==> config.mk <==
export PLATFORM = sky130hd
export DESIGN_NAME = hex_msg_scroller
export DESIGN_NICKNAME = d
export VERILOG_FILES = /design/src/rtl/hex_msg_scroller_pkg.sv /design/src/rtl/hex_msg_rom.sv /design/src/rtl/hex_msg_scroller.sv
export SDC_FILE = /design/constraint.sdc
export NUM_CORES = 1
export LEC_CHECK = 0
export CAP_MARGIN = 5
export CELL_PAD_IN_SITES_DETAIL_PLACEMENT = 0
export CELL_PAD_IN_SITES_GLOBAL_PLACEMENT = 1
export CORE_MARGIN = 2
export CORE_UTILIZATION = 48
export DETAILED_ROUTE_END_ITERATION = 7
export PLACE_DENSITY_LB_ADDON = 0.1
export RECOVER_POWER = 100
export SYNTH_ARGS = -nofsm -noshare
export SYNTH_HDL_FRONTEND = slang
export SYNTH_SLANG_ARGS = --single-unit
==> constraint.sdc <==
create_clock -name clk -period 10.15 [get_ports clk]
set_input_delay 2.03 -clock clk [delete_from_list [all_inputs] [get_ports clk]]
set_output_delay 2.03 -clock clk [all_outputs]
set_load 0.02 [all_outputs]
==> src/rtl/hex_msg_scroller_pkg.sv <==
// Mode codes, glyph bytes and the banner text table shared by the HEX scroller and its ROM.
// Glyphs are active-low segment bytes with bit 7 (decimal point) held at 1.
package hex_msg_scroller_pkg;

    localparam logic [3:0] MODE_IDLE   = 4'h0;
    localparam logic [3:0] MODE_HAZARD = 4'h1;
    localparam logic [3:0] MODE_RIGHT  = 4'h2;
    localparam logic [3:0] MODE_LEFT   = 4'h3;

    localparam int LEN_W     = 5;
    localparam int ROM_DEPTH = 16;

    typedef logic [7:0] glyph_t;

    localparam glyph_t G_A     = 8'h88;
    localparam glyph_t G_E     = 8'h86;
    localparam glyph_t G_F     = 8'h8E;
    localparam glyph_t G_LC_D  = 8'hA1;
    localparam glyph_t G_G     = 8'h90;
    localparam glyph_t G_H     = 8'h89;
    localparam glyph_t G_LC_H  = 8'h8B;
    localparam glyph_t G_I     = 8'hCF;
    localparam glyph_t G_LC_I  = 8'hEF;
    localparam glyph_t G_L     = 8'hC7;
    localparam glyph_t G_LC_T  = 8'h87;
    localparam glyph_t G_LC_R  = 8'hAF;
    localparam glyph_t G_Z     = 8'hA4;
    localparam glyph_t G_O     = 8'hC0;
    localparam glyph_t G_LC_N  = 8'hAB;
    localparam glyph_t G_BLANK = 8'hFF;

    typedef struct packed {
        logic [LEN_W-1:0] len;
        logic             blink;
    } msg_info_t;

    // Character 0 (leftmost letter of the text) sits in the low byte.
    localparam logic [8*ROM_DEPTH-1:0] MSG_IDLE =
        {{12{G_BLANK}}, G_E, G_L, G_LC_D, G_I};
    localparam logic [8*ROM_DEPTH-1:0] MSG_LEFT =
        {{12{G_BLANK}}, G_LC_T, G_F, G_E, G_L};
    localparam logic [8*ROM_DEPTH-1:0] MSG_RIGHT =
        {{11{G_BLANK}}, G_LC_T, G_LC_H, G_G, G_LC_I, G_LC_R};
    localparam logic [8*ROM_DEPTH-1:0] MSG_HAZARD =
        {{7{G_BLANK}}, G_LC_N, G_O, G_BLANK, G_LC_D, G_LC_R, G_A, G_Z, G_A, G_H};

    function automatic msg_info_t msg_info(input logic [3:0] mode);
        case (mode)
            MODE_IDLE:   return '{len: LEN_W'(4), blink: 1'b0};
            MODE_LEFT:   return '{len: LEN_W'(4), blink: 1'b0};
            MODE_RIGHT:  return '{len: LEN_W'(5), blink: 1'b0};
            MODE_HAZARD: return '{len: LEN_W'(9), blink: 1'b1};
            default:     return '{len: '0, blink: 1'b0};
        endcase
    endfunction

    function automatic glyph_t msg_glyph(input logic [3:0] mode, input logic [3:0] idx);
        logic [8*ROM_DEPTH-1:0] msg;
        case (mode)
            MODE_IDLE:   msg = MSG_IDLE;
            MODE_LEFT:   msg = MSG_LEFT;
            MODE_RIGHT:  msg = MSG_RIGHT;
            MODE_HAZARD: msg = MSG_HAZARD;
            default:     msg = '1;
        endcase
        return msg[{idx, 3'b000} +: 8];
    endfunction

endpackage

==> src/rtl/hex_msg_rom.sv <==
// Combinational banner ROM: one glyph per digit index, plus length and blink flag of the mode.
// Any index at or beyond the message length reads as blank.
module hex_msg_rom
    import hex_msg_scroller_pkg::*;
#(
    parameter int NUM_DIGITS = 6,
    parameter int IDX_W      = 5
) (
    input  logic [3:0]                  mode_i,
    input  logic [NUM_DIGITS*IDX_W-1:0] idx_i,
    output logic [NUM_DIGITS*8-1:0]     glyph_o,
    output logic [LEN_W-1:0]            len_o,
    output logic                        blink_o
);

    msg_info_t info;

    assign info    = msg_info(mode_i);
    assign len_o   = info.len;
    assign blink_o = info.blink;

    always_comb begin
        glyph_o = '1;
        for (int k = 0; k < NUM_DIGITS; k++) begin
            if (int'(idx_i[k*IDX_W +: IDX_W]) < int'(info.len)) begin
                glyph_o[k*8 +: 8] = msg_glyph(mode_i, 4'(idx_i[k*IDX_W +: IDX_W]));
            end
        end
    end

endmodule

==> src/rtl/hex_msg_scroller.sv <==
// HEX banner driver: shows the text for the current tail-light mode on NUM_DIGITS digits,
// scrolling long messages through a blank gap and blinking flagged modes.
module hex_msg_scroller
    import hex_msg_scroller_pkg::*;
#(
    parameter int NUM_DIGITS  = 6,
    parameter int MSG_LEN_MAX = 16,
    parameter int TICK_DIV    = 25_000_000,
    parameter int BLINK_DIV   = 12_500_000
) (
    input  logic                    clk,
    input  logic                    reset,
    input  logic [3:0]              csl,
    output logic [8*NUM_DIGITS-1:0] hex_out,
    output logic                    scrolling,
    output logic                    wrap
);

    localparam int OFS_W   = $clog2(MSG_LEN_MAX + NUM_DIGITS);
    localparam int TICK_W  = $clog2(TICK_DIV);
    localparam int BLINK_W = $clog2(BLINK_DIV);

    logic [3:0]                  csl_q;
    logic [OFS_W-1:0]            offset_q, offset_d;
    logic [TICK_W-1:0]           tick_cnt_q, tick_cnt_d;
    logic [BLINK_W-1:0]          blink_cnt_q, blink_cnt_d;
    logic                        phase_q, phase_d;
    logic [8*NUM_DIGITS-1:0]     hex_q, hex_d;
    logic                        scrolling_q;
    logic                        wrap_q, wrap_d;

    logic [LEN_W-1:0]            msg_len;
    logic                        msg_blink;
    logic [NUM_DIGITS*OFS_W-1:0] char_idx;
    logic [8*NUM_DIGITS-1:0]     glyphs;
    logic                        mode_chg, is_scroll, tick_end, blink_end, ofs_end;

    hex_msg_rom #(
        .NUM_DIGITS (NUM_DIGITS),
        .IDX_W      (OFS_W)
    ) u_rom (
        .mode_i  (csl_q),
        .idx_i   (char_idx),
        .glyph_o (glyphs),
        .len_o   (msg_len),
        .blink_o (msg_blink)
    );

    assign mode_chg  = (csl != csl_q);
    assign is_scroll = (int'(msg_len) > NUM_DIGITS);
    assign tick_end  = (tick_cnt_q == TICK_W'(TICK_DIV - 1));
    assign blink_end = (blink_cnt_q == BLINK_W'(BLINK_DIV - 1));
    assign ofs_end   = (offset_q == OFS_W'(int'(msg_len) + NUM_DIGITS - 1));

    // offset < P and the digit term < P, so one conditional subtract is a full mod P.
    always_comb begin
        int ring;
        int pos;
        ring     = int'(msg_len) + NUM_DIGITS;
        pos      = 0;
        char_idx = '1;
        for (int k = 0; k < NUM_DIGITS; k++) begin
            if (is_scroll) begin
                pos = int'(offset_q) + NUM_DIGITS - 1 - k;
                if (pos >= ring) pos = pos - ring;
            end else begin
                pos = int'(msg_len) - 1 - k;
            end
            if (pos >= 0) char_idx[k*OFS_W +: OFS_W] = OFS_W'(pos);
        end
    end

    always_comb begin
        offset_d    = offset_q;
        tick_cnt_d  = tick_cnt_q;
        blink_cnt_d = blink_cnt_q;
        phase_d     = phase_q;
        wrap_d      = 1'b0;
        if (mode_chg) begin
            offset_d    = '0;
            tick_cnt_d  = '0;
            blink_cnt_d = '0;
            phase_d     = 1'b0;
        end else begin
            if (!is_scroll) begin
                offset_d   = '0;
                tick_cnt_d = '0;
            end else if (tick_end) begin
                tick_cnt_d = '0;
                if (ofs_end) begin
                    offset_d = '0;
                    wrap_d   = 1'b1;
                end else begin
                    offset_d = offset_q + OFS_W'(1);
                end
            end else begin
                tick_cnt_d = tick_cnt_q + TICK_W'(1);
            end

            if (!msg_blink) begin
                blink_cnt_d = '0;
                phase_d     = 1'b0;
            end else if (blink_end) begin
                blink_cnt_d = '0;
                phase_d     = ~phase_q;
            end else begin
                blink_cnt_d = blink_cnt_q + BLINK_W'(1);
            end
        end
    end

    // phase only ever leaves 0 for blinking modes, so it alone gates the dark half-period
    assign hex_d = phase_q ? '1 : glyphs;

    always_ff @(posedge clk) begin
        if (reset) begin
            csl_q       <= csl;
            offset_q    <= '0;
            tick_cnt_q  <= '0;
            blink_cnt_q <= '0;
            phase_q     <= 1'b0;
            hex_q       <= '1;
            scrolling_q <= 1'b0;
            wrap_q      <= 1'b0;
        end else begin
            csl_q       <= csl;
            offset_q    <= offset_d;
            tick_cnt_q  <= tick_cnt_d;
            blink_cnt_q <= blink_cnt_d;
            phase_q     <= phase_d;
            hex_q       <= hex_d;
            scrolling_q <= is_scroll;
            wrap_q      <= wrap_d;
        end
    end

    assign hex_out   = hex_q;
    assign scrolling = scrolling_q;
    assign wrap      = wrap_q;

endmodule

# Word level (Yosys, flattened, before mapping)
# Cells that the tools add are included.
# word_totals
inputBits	6
elab_cells	120
out_inout_bits	50
regBits	109
# classes
muxes	28
n_lt_le_gt_ge	19
add_sub_neg	24
reduce_logical	13
bitwise_logic	10
shifts	6
eq_ne	7
# op_table
op	count
128-bit two-way mux	6
128-bit by 8-bit variable part select with 8-bit output	6
32-bit two-way mux	12
71-bit one-hot mux with 4 select lines	1
32-bit by 1-bit >= comparator with 1-bit output (second input constant)	6
8-bit by 6-bit subtractor with 9-bit output	5
8-bit by 6-bit >= comparator with 1-bit output	5
5-bit two-way mux	7
5-bit by 4-bit < comparator with 1-bit output	6
25-bit by 1-bit adder with 25-bit output (second input constant)	1
25-bit == test (second input constant)	1
24-bit by 1-bit adder with 24-bit output (second input constant)	1
24-bit == test (second input constant)	1
3-bit OR reduction	8
7-bit by 3-bit subtractor with 8-bit output (second input constant)	2
7-bit by 4-bit subtractor with 8-bit output (second input constant)	2
5-bit one-hot mux with 3 select lines	1
4-bit OR reduction	3
5-bit by 3-bit subtractor with 6-bit output (second input constant)	2
5-bit by 4-bit subtractor with 6-bit output (second input constant)	2
1-bit NOT	10
4-bit by 2-bit == test with 1-bit output (second input constant)	2
7-bit by 2-bit subtractor with 8-bit output (second input constant)	1
7-bit by 6-bit subtractor with 8-bit output	1
other kinds (15)	15

# Longest topological paths before layout
# depth
depth_word	12
mapped_depth	24
depth_no_buf	21

# Modules after synthesis
# Synthesis repeated with hierarchy kept, for this count alone.
# hier_totals
hier_cells	1237
hier_area_um2	9531.6
# modules_own_cells
module	area_each_um2	n_inst	cells_each
hex_msg_scroller	7191.9	1	855
hex_msg_rom	2339.7	1	382

# Worst setup path before layout
# Ideal clock, no wire load.
# synth_path
path_type	reg2reg
start	reg offset_q[2]
end	reg hex_q[35] (netlist: hex_out[35])
arrival_time_ns	5.042
t_required_ns	10.006
period_less_slack_ns	5.186
n_path_buf	4
stages_incl_launch_ff	23
slack_ns	4.964
cell_sequence	dfxtp_1 buf_6 buf_2 inv_1 ha_1 buf_2 a21oi_2 xnor2_2 inv_1 ha_1 xnor2_1 ha_1 a41o_1 or3_1 buf_4 nor4_1 o21ai_1 o211ai_1 ha_1 a2111oi_0 o311ai_1 a2111oi_2 o21ai_0
# synth_via
elab_chain_len	11
word_cells_on_any_way	13
cone_classes	add/sub (4); order compare (3); shift (1); mux (3); bitwise (1); reduce/logical (1)
# synth_lines
item	line	rtl
start, declared	hex_msg_scroller.sv:24	logic [OFS_W-1:0] offset_q, offset_d;
start signal, assigned	hex_msg_scroller.sv:127	offset_q <= offset_d;
5-bit by 3-bit adder with 6-bit output (*)	hex_msg_scroller.sv:64	pos = int'(offset_q) + NUM_DIGITS - 1 - k;
6-bit by 1-bit subtractor with 7-bit output (*)	hex_msg_scroller.sv:64	
7-bit by 4-bit subtractor with 8-bit output (*)	hex_msg_scroller.sv:64	
8-bit by 6-bit subtractor with 9-bit output / 8-bit by 6-bit >= comparator with 1-bit output (equally long branches)	hex_msg_scroller.sv:65	if (pos >= ring) pos = pos - ring;
32-bit two-way mux (*)	hex_msg_scroller.sv:65	
32-bit two-way mux (*)	hex_msg_scroller.sv:63	if (is_scroll) begin
32-bit by 1-bit >= comparator with 1-bit output	hex_msg_scroller.sv:69	if (pos >= 0) char_idx[k*OFS_W +: OFS_W] = OFS_W'(pos);
5-bit two-way mux (*)	hex_msg_scroller.sv:69	
branches (longest 3 deep; another with 128-bit by 8-bit variable part select with 8-bit output)	--	
end signal, assigned	hex_msg_scroller.sv:122	hex_q <= '1;
end signal, assigned	hex_msg_scroller.sv:131	hex_q <= hex_d;
end, declared	hex_msg_scroller.sv:28	logic [8*NUM_DIGITS-1:0] hex_q, hex_d;
# Every way passes the cells marked *.
# A chain may end at the register's enable or synchronous reset.

# Worst setup path after layout
# layout_path
start	reg offset_q[0]
end	reg hex_q[8] (netlist: hex_out[8])
# layout_via
elab_chain_len	11
word_cells_on_any_way	13
cone_classes	add/sub (4); order compare (3); shift (1); mux (3); bitwise (1); reduce/logical (1)
# layout_lines
item	line
5-bit by 3-bit adder with 6-bit output (*)	hex_msg_scroller.sv:64
6-bit by 1-bit subtractor with 7-bit output (*)	hex_msg_scroller.sv:64
7-bit by 2-bit subtractor with 8-bit output (*)	hex_msg_scroller.sv:64
8-bit by 6-bit subtractor with 9-bit output / 8-bit by 6-bit >= comparator with 1-bit output (equally long branches)	hex_msg_scroller.sv:65
32-bit two-way mux (*)	hex_msg_scroller.sv:65
32-bit two-way mux (*)	hex_msg_scroller.sv:63
32-bit by 1-bit >= comparator with 1-bit output	hex_msg_scroller.sv:69
5-bit two-way mux (*)	hex_msg_scroller.sv:69
branches (longest 3 deep; another with 128-bit by 8-bit variable part select with 8-bit output)	--
# Marks and branches as above.

==> results summary <==
The run finished, with violations left. The final reports fail on max-capacitance violations, max-slew violations. The global placement routability congestion is 0.907.

Leaving out fill and tap cells, the most frequent cell in the layout is sky130_fd_sc_hd__dfxtp_1. The die span in x is 127 um. The largest total area in the synthesized netlist belongs to sky130_fd_sc_hd__dfxtp_1. After synthesis, the largest area contributor takes up 28.4% of total cell area. The top cell types in the final layout, fill and taps aside, are sky130_fd_sc_hd__dfxtp_1 (103), sky130_fd_sc_hd__nor2_1 (100), sky130_fd_sc_hd__nand2_1 (63), sky130_fd_sc_hd__ha_1 (50), sky130_fd_sc_hd__dlygate4sd3_1 (49). The post-synthesis sequential element count came out at 103. The synthesized netlist occupies a cell area of 7250 um2. The number of remaining DRC errors is 0. The path class of the lowest-slack min-delay path is reg -> reg. The number of DRC violations after detailed-routing iteration 0 is 542. The via count is 6723. The tree is rooted in a sky130_fd_sc_hd__clkbuf_16. The maximum clock frequency came out at 0.141 GHz. The final-report setup violation count is 0. The worst voltage drop across the vdd grid is 0.0864 mV.

Setup repair after global routing left no endpoint under its margin. Net switching is 26.4% of the power. The critical path is of the reg -> reg type.

Yosys mapped a number of flops with a built-in enable equal to 0. The standard-cell row count is 44. The final setup skew came out at 0.0130 ns. The data required time at the worst endpoint came out at 10.36 ns. The mean post-synth cell area is 8.26 um2. The worst path buffer plus inverter count is 1.

The number of setup buffers added after CTS came out at 0. Internal power comes to 632 uW. The die covers 16100 um2. The area of the core is 14600 um2. Summed over all layers, the global routing overflow is 0. Among all stages on the critical path, the largest delay is contributed by sky130_fd_sc_hd__a2111oi_0.

Using the TritonRoute via totals, the vias-per-cell ratio works out to 6.08. The wire length of the first global-routing pass came out at 32.9 mm. The final sum of negative setup slack came out at 0 ns.

The power share of the combinational group is 9.7%. The actual transition at the worst max-transition pin is 1.78 ns. The repair_antennas step left the layout with diodes totalling 0.

Measured against its own limit, the worst slew margin works out to -21.5%. The clock-pin transition on the worst setup and hold timing paths came out at 0.08 ns. The dominant delay contributor by cell family on the critical path is compound AO/OA/AOI/OAI gates. The total count of hold-check failures in the final report is 0. The vertical extent of the die is 127 um. The share of the clock period used by the worst path is 69.9%. The count of H-tree levels built during CTS is 3.

In this run, the clock network consumes 42.9% of the power. From synthesis to final layout, the design area changed by 12.3%. The reported max-cap violation count came out at 1. The maximum count of clock buffers along a single path is 2. In the synthesized netlist the async set-or-reset flop fraction comes to 0%. The fraction of power consumed by sequential logic came out at 47.5%. The total track usage is 25.5%. The TritonCTS clock tree is built. The most numerous cell type found on the critical path is sky130_fd_sc_hd__ha_1. The via count of the first global-routing pass is 6312. The most instantiated flip-flop cell in the synthesis netlist is sky130_fd_sc_hd__dfxtp_1. The worst-path maximum fanout is 23. The largest net degree at the start of global routing is 37. The share of the Yosys chip area taken by registers is 28.4%. STA classifies the critical path endpoint as a flop. The number of distinct library cells after synthesis came out at 92.

The later pin in the worst-skew pair is clocked with a latency of 0.37 ns. The synthesized instance count came out at 878. The time the worst path needs with I/O delays and setup came out at 7.09 ns.

Summing all placed instances gives a cell area of 7860 um2. The number of antenna violations at the first check in global routing is 0. The initial core utilization came out at 49.5%. The cell area after layout is 8140 um2. Summed over all layers, the routed wires come to 20.5 mm. The synthesis warning total is 0. The biggest cell delay along the critical path came out at 1.49 ns.

Power spread over the standard cell area amounts to 105 nW/um2. The number of routed nets with antenna violations came out at 0. The routed wire length per instance is 18.5 um. The total of hold buffers inserted after clock tree synthesis is 0. The total of buffers placed on input and output ports is 49.

The number of clock sinks came out at 103. In the final layout, the share of cells above drive strength 1 is 5.86%. The pre-antenna-repair detailed-routing pass consisted of 6 iterations. The post-CTS resize count is 0. The final-stage net count is 972.

The total leakage power came out at 0.00289 uW. The final-report max-slew violation count came out at 8. For this design the total switching power over the nets is 226 uW.

Traced cell by cell, the critical path runs through ha_1, xnor2_1, inv_1, ha_1, nand2b_1, nand2_1, xnor2_1, ha_1, a21oi_1, o31ai_1, a2111oi_0, a211o_1, nand2_1, ha_1, nor4bb_1, o221ai_1, nor2_1, o211ai_1. 56 I/O pins were placed. In the post-synthesis netlist, the biggest area contributors are sky130_fd_sc_hd__dfxtp_1 (28%), sky130_fd_sc_hd__ha_1 (8.6%), sky130_fd_sc_hd__xor2_1 (5.7%). Once detailed placement completed, the half-perimeter wirelength came to 15.3 mm. The worst setup path is launched from a flop.

The critical path arrival is 7.30 ns. The CTS buffer count came out at 9.
## path summary, 6_finish.rpt
path,to,cells past startpoint,slack [ns],start
setup / recovery,hex_out[8]$_SDFF_PP1_,18,3.06,offset_q[0]$_SDFFE_PP0N_
hold / removal,blink_cnt_q[0]$_SDFF_PP0_,1,0.45,blink_cnt_q[0]$_SDFF_PP0_
setup reg to reg,hex_out[8]$_SDFF_PP1_,18,3.06,offset_q[0]$_SDFFE_PP0N_
hold reg to reg,blink_cnt_q[0]$_SDFF_PP0_,1,0.45,blink_cnt_q[0]$_SDFF_PP0_
## logic make-up (layout without fill, tap and decap cells)
group                    Yosys count  count (layout)  share of synthesized area [%]
buffers and inverters             66              98                           4.13
adder cells (fa/ha/maj)           50              50                           8.63
flip-flops                       103             103                           28.4
AND/OR/NAND/NOR                  345             345                           24.6
multiplexers                      17              17                           2.62
other                              1              12                         0.0517
XOR/XNOR                          76              76                           9.39
AO/OA/AOI/OAI                    220             220                           22.1
## per-layer routing
| metal | wire (um) | part of all wire [%] | global-route usage (%) |
|---|---|---|---|
| met1 | 9590 | 47 | 35.3 |
| met2 | 9160 | 45 | 40.7 |
| met3 | 1290 | 6.3 | 3.80 |
| met4 | 433 | 2.1 | 8.73 |
| met5 | 0 | 0 | 0 |
## metrics by stage
stage                     total power [uW]  std cells  hold WS, ns  util [%]  setup slack, ns
after floorplan                        477        889        0.418         -             4.96
after global placement                 498       1089        0.426      53.7             3.65
after global routing                   891       1105        0.480      55.6             2.35
final                                  858       1105        0.453      55.6             3.06
after detailed placement               500       1089        0.443      53.7             3.64
after CTS                              868       1105        0.460      55.8             3.66
## cell usage after synthesis (all sizes together) (10+ instances only)
library cell	instances
o211ai	21
nand4	17
a31oi	10
xnor2	29
mux2i	14
a211oi	10
and3	12
buf	18
or3	10
nor2b	14
nand2	63
clkbuf	21
nor3	16
a21oi	42
a21o	15
nand2b	14
inv	26
nor2	100
xor2	47
nand3	45
o21ai	49
dfxtp	103
ha	50
## layout make-up
type | count | area [um2]
clock inverter | 7 | 88.8
tap | 184 | 230
fill | 1393 | 6510
multi-input combinational | 720 | 4900
sequential | 103 | 2060
clock buffer | 9 | 225
timing repair buffer | 55 | 532
inverter | 27 | 101
## power by group through the flow
stage	combinational, uW	sequential, uW	clock (uW)
5_1_grt	91.5	407	392
3_3_place_gp	81.4	417	0
2_1_floorplan	59.9	417	0
4_1_cts	83.2	407	377
6_report	83.0	407	368
3_5_place_dp	82.9	417	0
## flip-flops by register name (all words and copies together), names as in the netlist
| register | cells |
|---|---|
| offset_q | 5 |
| tick_cnt_q | 25 |
| hex_out | 42 |
| blink_cnt_q | 24 |
| wrap | 1 |
| scrolling | 1 |
| csl_q | 4 |
| phase_q | 1 |
(Power assumes the default switching activity.)
